### config.mk
export PLATFORM = sky130hd
export DESIGN_NAME = otter_iobus_timer
export DESIGN_NICKNAME = d
export VERILOG_FILES = /design/src/rtl/otter_timer_pkg.sv /design/src/rtl/timer_prescaler.sv /design/src/rtl/otter_iobus_timer.sv
export SDC_FILE = /design/constraint.sdc
export NUM_CORES = 1
export LEC_CHECK = 0
export CORE_MARGIN = 4
export CORE_UTILIZATION = 45
export CTS_BUF_LIST = sky130_fd_sc_hd__clkbuf_4 sky130_fd_sc_hd__clkbuf_8
export DETAILED_ROUTE_END_ITERATION = 8
export GPL_TIMING_DRIVEN = 1
export PLACE_DENSITY = 0.72
export SYNTH_ARGS = -nofsm -noshare
export SYNTH_HDL_FRONTEND = slang
export SYNTH_SLANG_ARGS = --single-unit
### constraint.sdc
create_clock -name CLK -period 4.6 [get_ports CLK]
set_input_delay 0.92 -clock CLK [delete_from_list [all_inputs] [get_ports CLK]]
set_output_delay 0.92 -clock CLK [all_outputs]
set_load 0.1 [all_outputs]
### src/rtl/otter_timer_pkg.sv
// rtl/otter_timer_pkg.sv - register word indices and CTRL bit positions for the IOBUS timer
package otter_timer_pkg;

  localparam logic [2:0] TMR_CTRL     = 3'd0;
  localparam logic [2:0] TMR_PRESCALE = 3'd1;
  localparam logic [2:0] TMR_COMPARE  = 3'd2;
  localparam logic [2:0] TMR_COUNT    = 3'd3;
  localparam logic [2:0] TMR_STATUS   = 3'd4;

  localparam int CTRL_EN     = 0;
  localparam int CTRL_RELOAD = 1;
  localparam int CTRL_INTEN  = 2;
  localparam int CTRL_W      = 3;

endpackage

### src/rtl/timer_prescaler.sv
// rtl/timer_prescaler.sv - free-running divider that emits one tick every limit+1 enabled cycles
module timer_prescaler #(
  parameter int W = 16
) (
  input  logic         clk,
  input  logic         rst,
  input  logic         en,
  input  logic         clear,
  input  logic [W-1:0] limit,
  output logic         tick
);

  localparam logic [W-1:0] PC_ONE = W'(1);

  logic [W-1:0] pc;

  assign tick = en & (pc == limit);

  // A limit lowered below pc is not caught here: pc runs on and wraps before matching.
  always_ff @(posedge clk or posedge rst) begin
    if (rst) begin
      pc <= '0;
    end else if (clear || !en || tick) begin
      pc <= '0;
    end else begin
      pc <= pc + PC_ONE;
    end
  end

endmodule

### src/rtl/otter_iobus_timer.sv
// rtl/otter_iobus_timer.sv - IOBUS responder: prescaled 32-bit compare timer with level interrupt
module otter_iobus_timer
  import otter_timer_pkg::*;
#(
  parameter logic [31:0] BASE_ADDR  = 32'h1100_0100,
  parameter int          PRESCALE_W = 16
) (
  input  logic        CLK,
  input  logic        RST,
  input  logic [31:0] IOBUS_ADDR,
  input  logic [31:0] IOBUS_OUT,
  input  logic        IOBUS_WR,
  output logic [31:0] IOBUS_IN,
  output logic        INT
);

  logic                  sel;
  logic [2:0]            reg_idx;
  logic                  wr_en;
  logic                  count_wr;
  logic                  status_clr;
  logic                  tick;
  logic                  match;

  logic [CTRL_W-1:0]     ctrl;
  logic [PRESCALE_W-1:0] prescale;
  logic [31:0]           compare;
  logic [31:0]           count;
  logic                  pending;

  logic                  unused_addr_lsbs;

  assign sel        = (IOBUS_ADDR[31:5] == BASE_ADDR[31:5]);
  assign reg_idx    = IOBUS_ADDR[4:2];
  assign wr_en      = IOBUS_WR & sel;
  assign count_wr   = wr_en & (reg_idx == TMR_COUNT);
  assign status_clr = wr_en & (reg_idx == TMR_STATUS) & IOBUS_OUT[0];
  assign unused_addr_lsbs = ^IOBUS_ADDR[1:0];

  // A COUNT write pre-empts the tick, so no compare is evaluated on that edge.
  assign match = tick & ~count_wr & (count == compare);

  timer_prescaler #(
    .W(PRESCALE_W)
  ) u_prescaler (
    .clk  (CLK),
    .rst  (RST),
    .en   (ctrl[CTRL_EN]),
    .clear(count_wr),
    .limit(prescale),
    .tick (tick)
  );

  always_ff @(posedge CLK or posedge RST) begin
    if (RST) begin
      ctrl     <= '0;
      prescale <= '0;
      compare  <= 32'hFFFF_FFFF;
    end else if (wr_en) begin
      case (reg_idx)
        TMR_CTRL:     ctrl     <= IOBUS_OUT[CTRL_W-1:0];
        TMR_PRESCALE: prescale <= IOBUS_OUT[PRESCALE_W-1:0];
        TMR_COMPARE:  compare  <= IOBUS_OUT;
        default:      ;
      endcase
    end
  end

  always_ff @(posedge CLK or posedge RST) begin
    if (RST) begin
      count <= '0;
    end else if (count_wr) begin
      count <= IOBUS_OUT;
    end else if (tick) begin
      if (match && ctrl[CTRL_RELOAD]) begin
        count <= '0;
      end else begin
        count <= count + 32'd1;
      end
    end
  end

  // Set beats a same-cycle write-1-to-clear so a match is never lost.
  always_ff @(posedge CLK or posedge RST) begin
    if (RST) begin
      pending <= 1'b0;
    end else if (match) begin
      pending <= 1'b1;
    end else if (status_clr) begin
      pending <= 1'b0;
    end
  end

  always_comb begin
    IOBUS_IN = '0;
    if (sel) begin
      case (reg_idx)
        TMR_CTRL:     IOBUS_IN = 32'(ctrl);
        TMR_PRESCALE: IOBUS_IN = 32'(prescale);
        TMR_COMPARE:  IOBUS_IN = compare;
        TMR_COUNT:    IOBUS_IN = count;
        TMR_STATUS:   IOBUS_IN = {31'd0, pending};
        default:      IOBUS_IN = '0;
      endcase
    end
  end

  assign INT = pending & ctrl[CTRL_INTEN];

endmodule
==> metrics <==
largest net degree at the start of global routing 54; Max Fanout on Critical Path 13; GRT overflow 0; Post-synth EDFFs 0; Final ANT Viol Nets 0; crit-path cells clkdlybuf4s50_1, nor4b_1, nand4_1, or3_1, nor2_1, buf_12; Net count, final 803; worst vdd ir 139.3 uV; CP Class input port to output pin; fmax 257.8 MHz; post-synth cell types 46; endpoint type of the worst setup path output pin; Setup Viol. Count Final 0; Slew Limit Headroom 0.3431; Clock power frac 0.393; post-DP HPWL approximately 13 mm; Max H-tree Level 3; vias per cell between 5 and 6; Flop pwr share 0.533; CORE AREA between 10000 and 15000 um2; CTS tree built; commonest cells after routing, fill and taps aside nor2_1, dfrtp_1, mux2_2, clkdlybuf4s50_1, xnor2_1; Mapped Cells 660; post-synthesis sequential area ratio 0.4155; Min-Delay Path Class flop to flop; DR iter-0 viols 623; WP data required between 3 and 4 ns; syn nets roughly 730; Yosys reg bits 100; worst slew pin tran 0.9823 ns; top_reg_cell synth dfrtp_1; Port Buffers 97; Slowest Stage Delay on Critical Path about 0.63 ns; P_int 0.001280 W; status complete, no violations; Die ar. 15530 um2; # rows 42; CTS max path bufs 2; root buf cell clkbuf_8; critical-path cell with the highest stage delay or3_1; clock buffer count from CTS 9; Avg Cell Area, Syn 9.270 um2; # IOs 100; Tcrit/Tclk final 0.8431; ANT cells 0; first-pass GRT wire length 28.42 mm; Max Cap Viol 0; initial antenna violation count 0; drt first pass iters 8; RSZ-0062 raised after global routing false; DR WL/cell roughly 19 um; static leakage 3.090 nW; final slew viol count 0; sw power 0.0003721 W; die extent in y 124.6 um; post-cts sizing count 0; gr usage total 0.2231; Starting Density 0.4602; Fin. Hold Viols 0; area grow syn2layout 27.03%; Synth Cell Area 6118 um2; async set-reset flop share out of synthesis 1.000; worst skew pair latency 0.38 ns; quantity of hold-fixing buffers added after cts 0; Reg clk slew, reported paths 0.09 ns; vias in the first global route ~5400; layout cells sized above 1 0.2287; Hold WS around 0.53 ns; Logic pwr share 0.074; # fillers about 1100; Pwr Density 212.5 nW/um2; Synth warnings 0; # DRC 0; Tmin final slightly below 4 ns; post-route setup TNS 0 ns; fraction of power spent switching nets 0.2253; most common cell after layout, fill and taps aside nor2_1; RePlAce Congestion 0.9073; Post-CTS Setup Inserts 0; die span in x 124.6 um; startpoint type of the worst setup path input port; CTS Sinks 100; Clock Skew 0.01348 ns; flop2flop setup slack 1.59 ns; Worst EP arrival 2.96 ns; wirelength, routed 17.18 mm; via count between 5000 and 6000
==> registers in the layout, summed over array words and instances (netlist names) <==
register / flops
compare: 32
count: 32
prescale: 16
u_prescaler.pc: 16
ctrl: 3
pending: 1
==> power groups by stage <==
stage / Combinational, W / Sequential (W) / Clock [W]
final: 0.000123 / 0.000880 / 0.000649
after global routing: 0.000134 / 0.000880 / 0.000681
after CTS: 0.000124 / 0.000880 / 0.000652
after detailed placement: 0.000123 / 0.000896 / 0
after global placement: 0.000122 / 0.000896 / 0
after floorplan: 0.0000424 / 0.000896 / 0
==> worst max-delay path, delay by kind of cell <==
kind	cells	cell delay [ns]
buffers and inverters	2	0.61
AND/OR/NAND/NOR	4	1.42
==> layer usage <==
layer,vias to the layer above,wire length (um),track usage
met5,-,0,0
met4,0,398,0.07415
met3,40,971,0.03688
met2,185,8257,0.3642
met1,2592,7554,0.3028
li1,2496,-,-
==> cells in the mapped netlist (all sizes together), types with 7 or more instances <==
library cell | n | area [um2]
nor2 | 107 | 401.6
dfrtp | 68 | 1702
mux2 | 65 | 732.0
xnor2 | 44 | 385.4
nand2 | 41 | 153.9
clkbuf | 40 | 150.1
a22oi | 36 | 270.3
nand3 | 33 | 170.2
dfstp | 32 | 840.8
a31oi | 19 | 118.9
nand4 | 19 | 118.9
xor2 | 18 | 157.7
a21oi | 16 | 80.08
o21ai | 16 | 80.08
nor4 | 12 | 81.33
and3 | 10 | 62.56
buf | 8 | 45.04
nor3 | 7 | 35.03
==> cell families after synthesis <==
logic type,synth area share
simple gates,0.2119
mux,0.1229
fa+ha+maj,0.004089
buf+inv,0.03497
xor+xnor,0.08875
flops,0.4155
compound gates,0.1219
==> through the flow <==
stage	instances	power, W	instance area [um2]	worst slack, ns	utilization
after floorplan	660	0.0009384	6118	0.3272	-
after global placement	899	0.001018	7547	0.7242	0.5677
after detailed placement	899	0.001019	7547	0.6877	0.5677
after CTS	915	0.001656	7772	0.6800	0.5846
after global routing	915	0.001695	7772	0.4795	0.5846
final	915	0.001652	7772	0.7216	0.5846
==> worst paths after layout <==
path	start	end	depth (start not counted)
worst min register to register	u_prescaler.pc[0]	u_prescaler.pc[0]	1
worst max register to register	count[4]	count[3]	7
max in group asynchronous	RST	compare[17]	3
min in group asynchronous	RST	count[14]	2
worst max-delay path	IOBUS_ADDR[10]	IOBUS_IN[5]	6
worst min-delay path	u_prescaler.pc[0]	u_prescaler.pc[0]	1
==> final cells by class <==
type | instances | area, um2 | share of cell area
Tap cell | 176 | 220.2 | 0.02833
Timing Repair Buffer | 111 | 1396 | 0.1797
Sequential cell | 100 | 2542 | 0.3271
Multi-Input combinational cell | 507 | 3367 | 0.4332
Clock buffer | 12 | 152.6 | 0.01964
Inverter | 5 | 21.27 | 0.002737
Clock inverter | 4 | 72.57 | 0.009337
No activity file was read; power rests on OpenSTA's default activity.
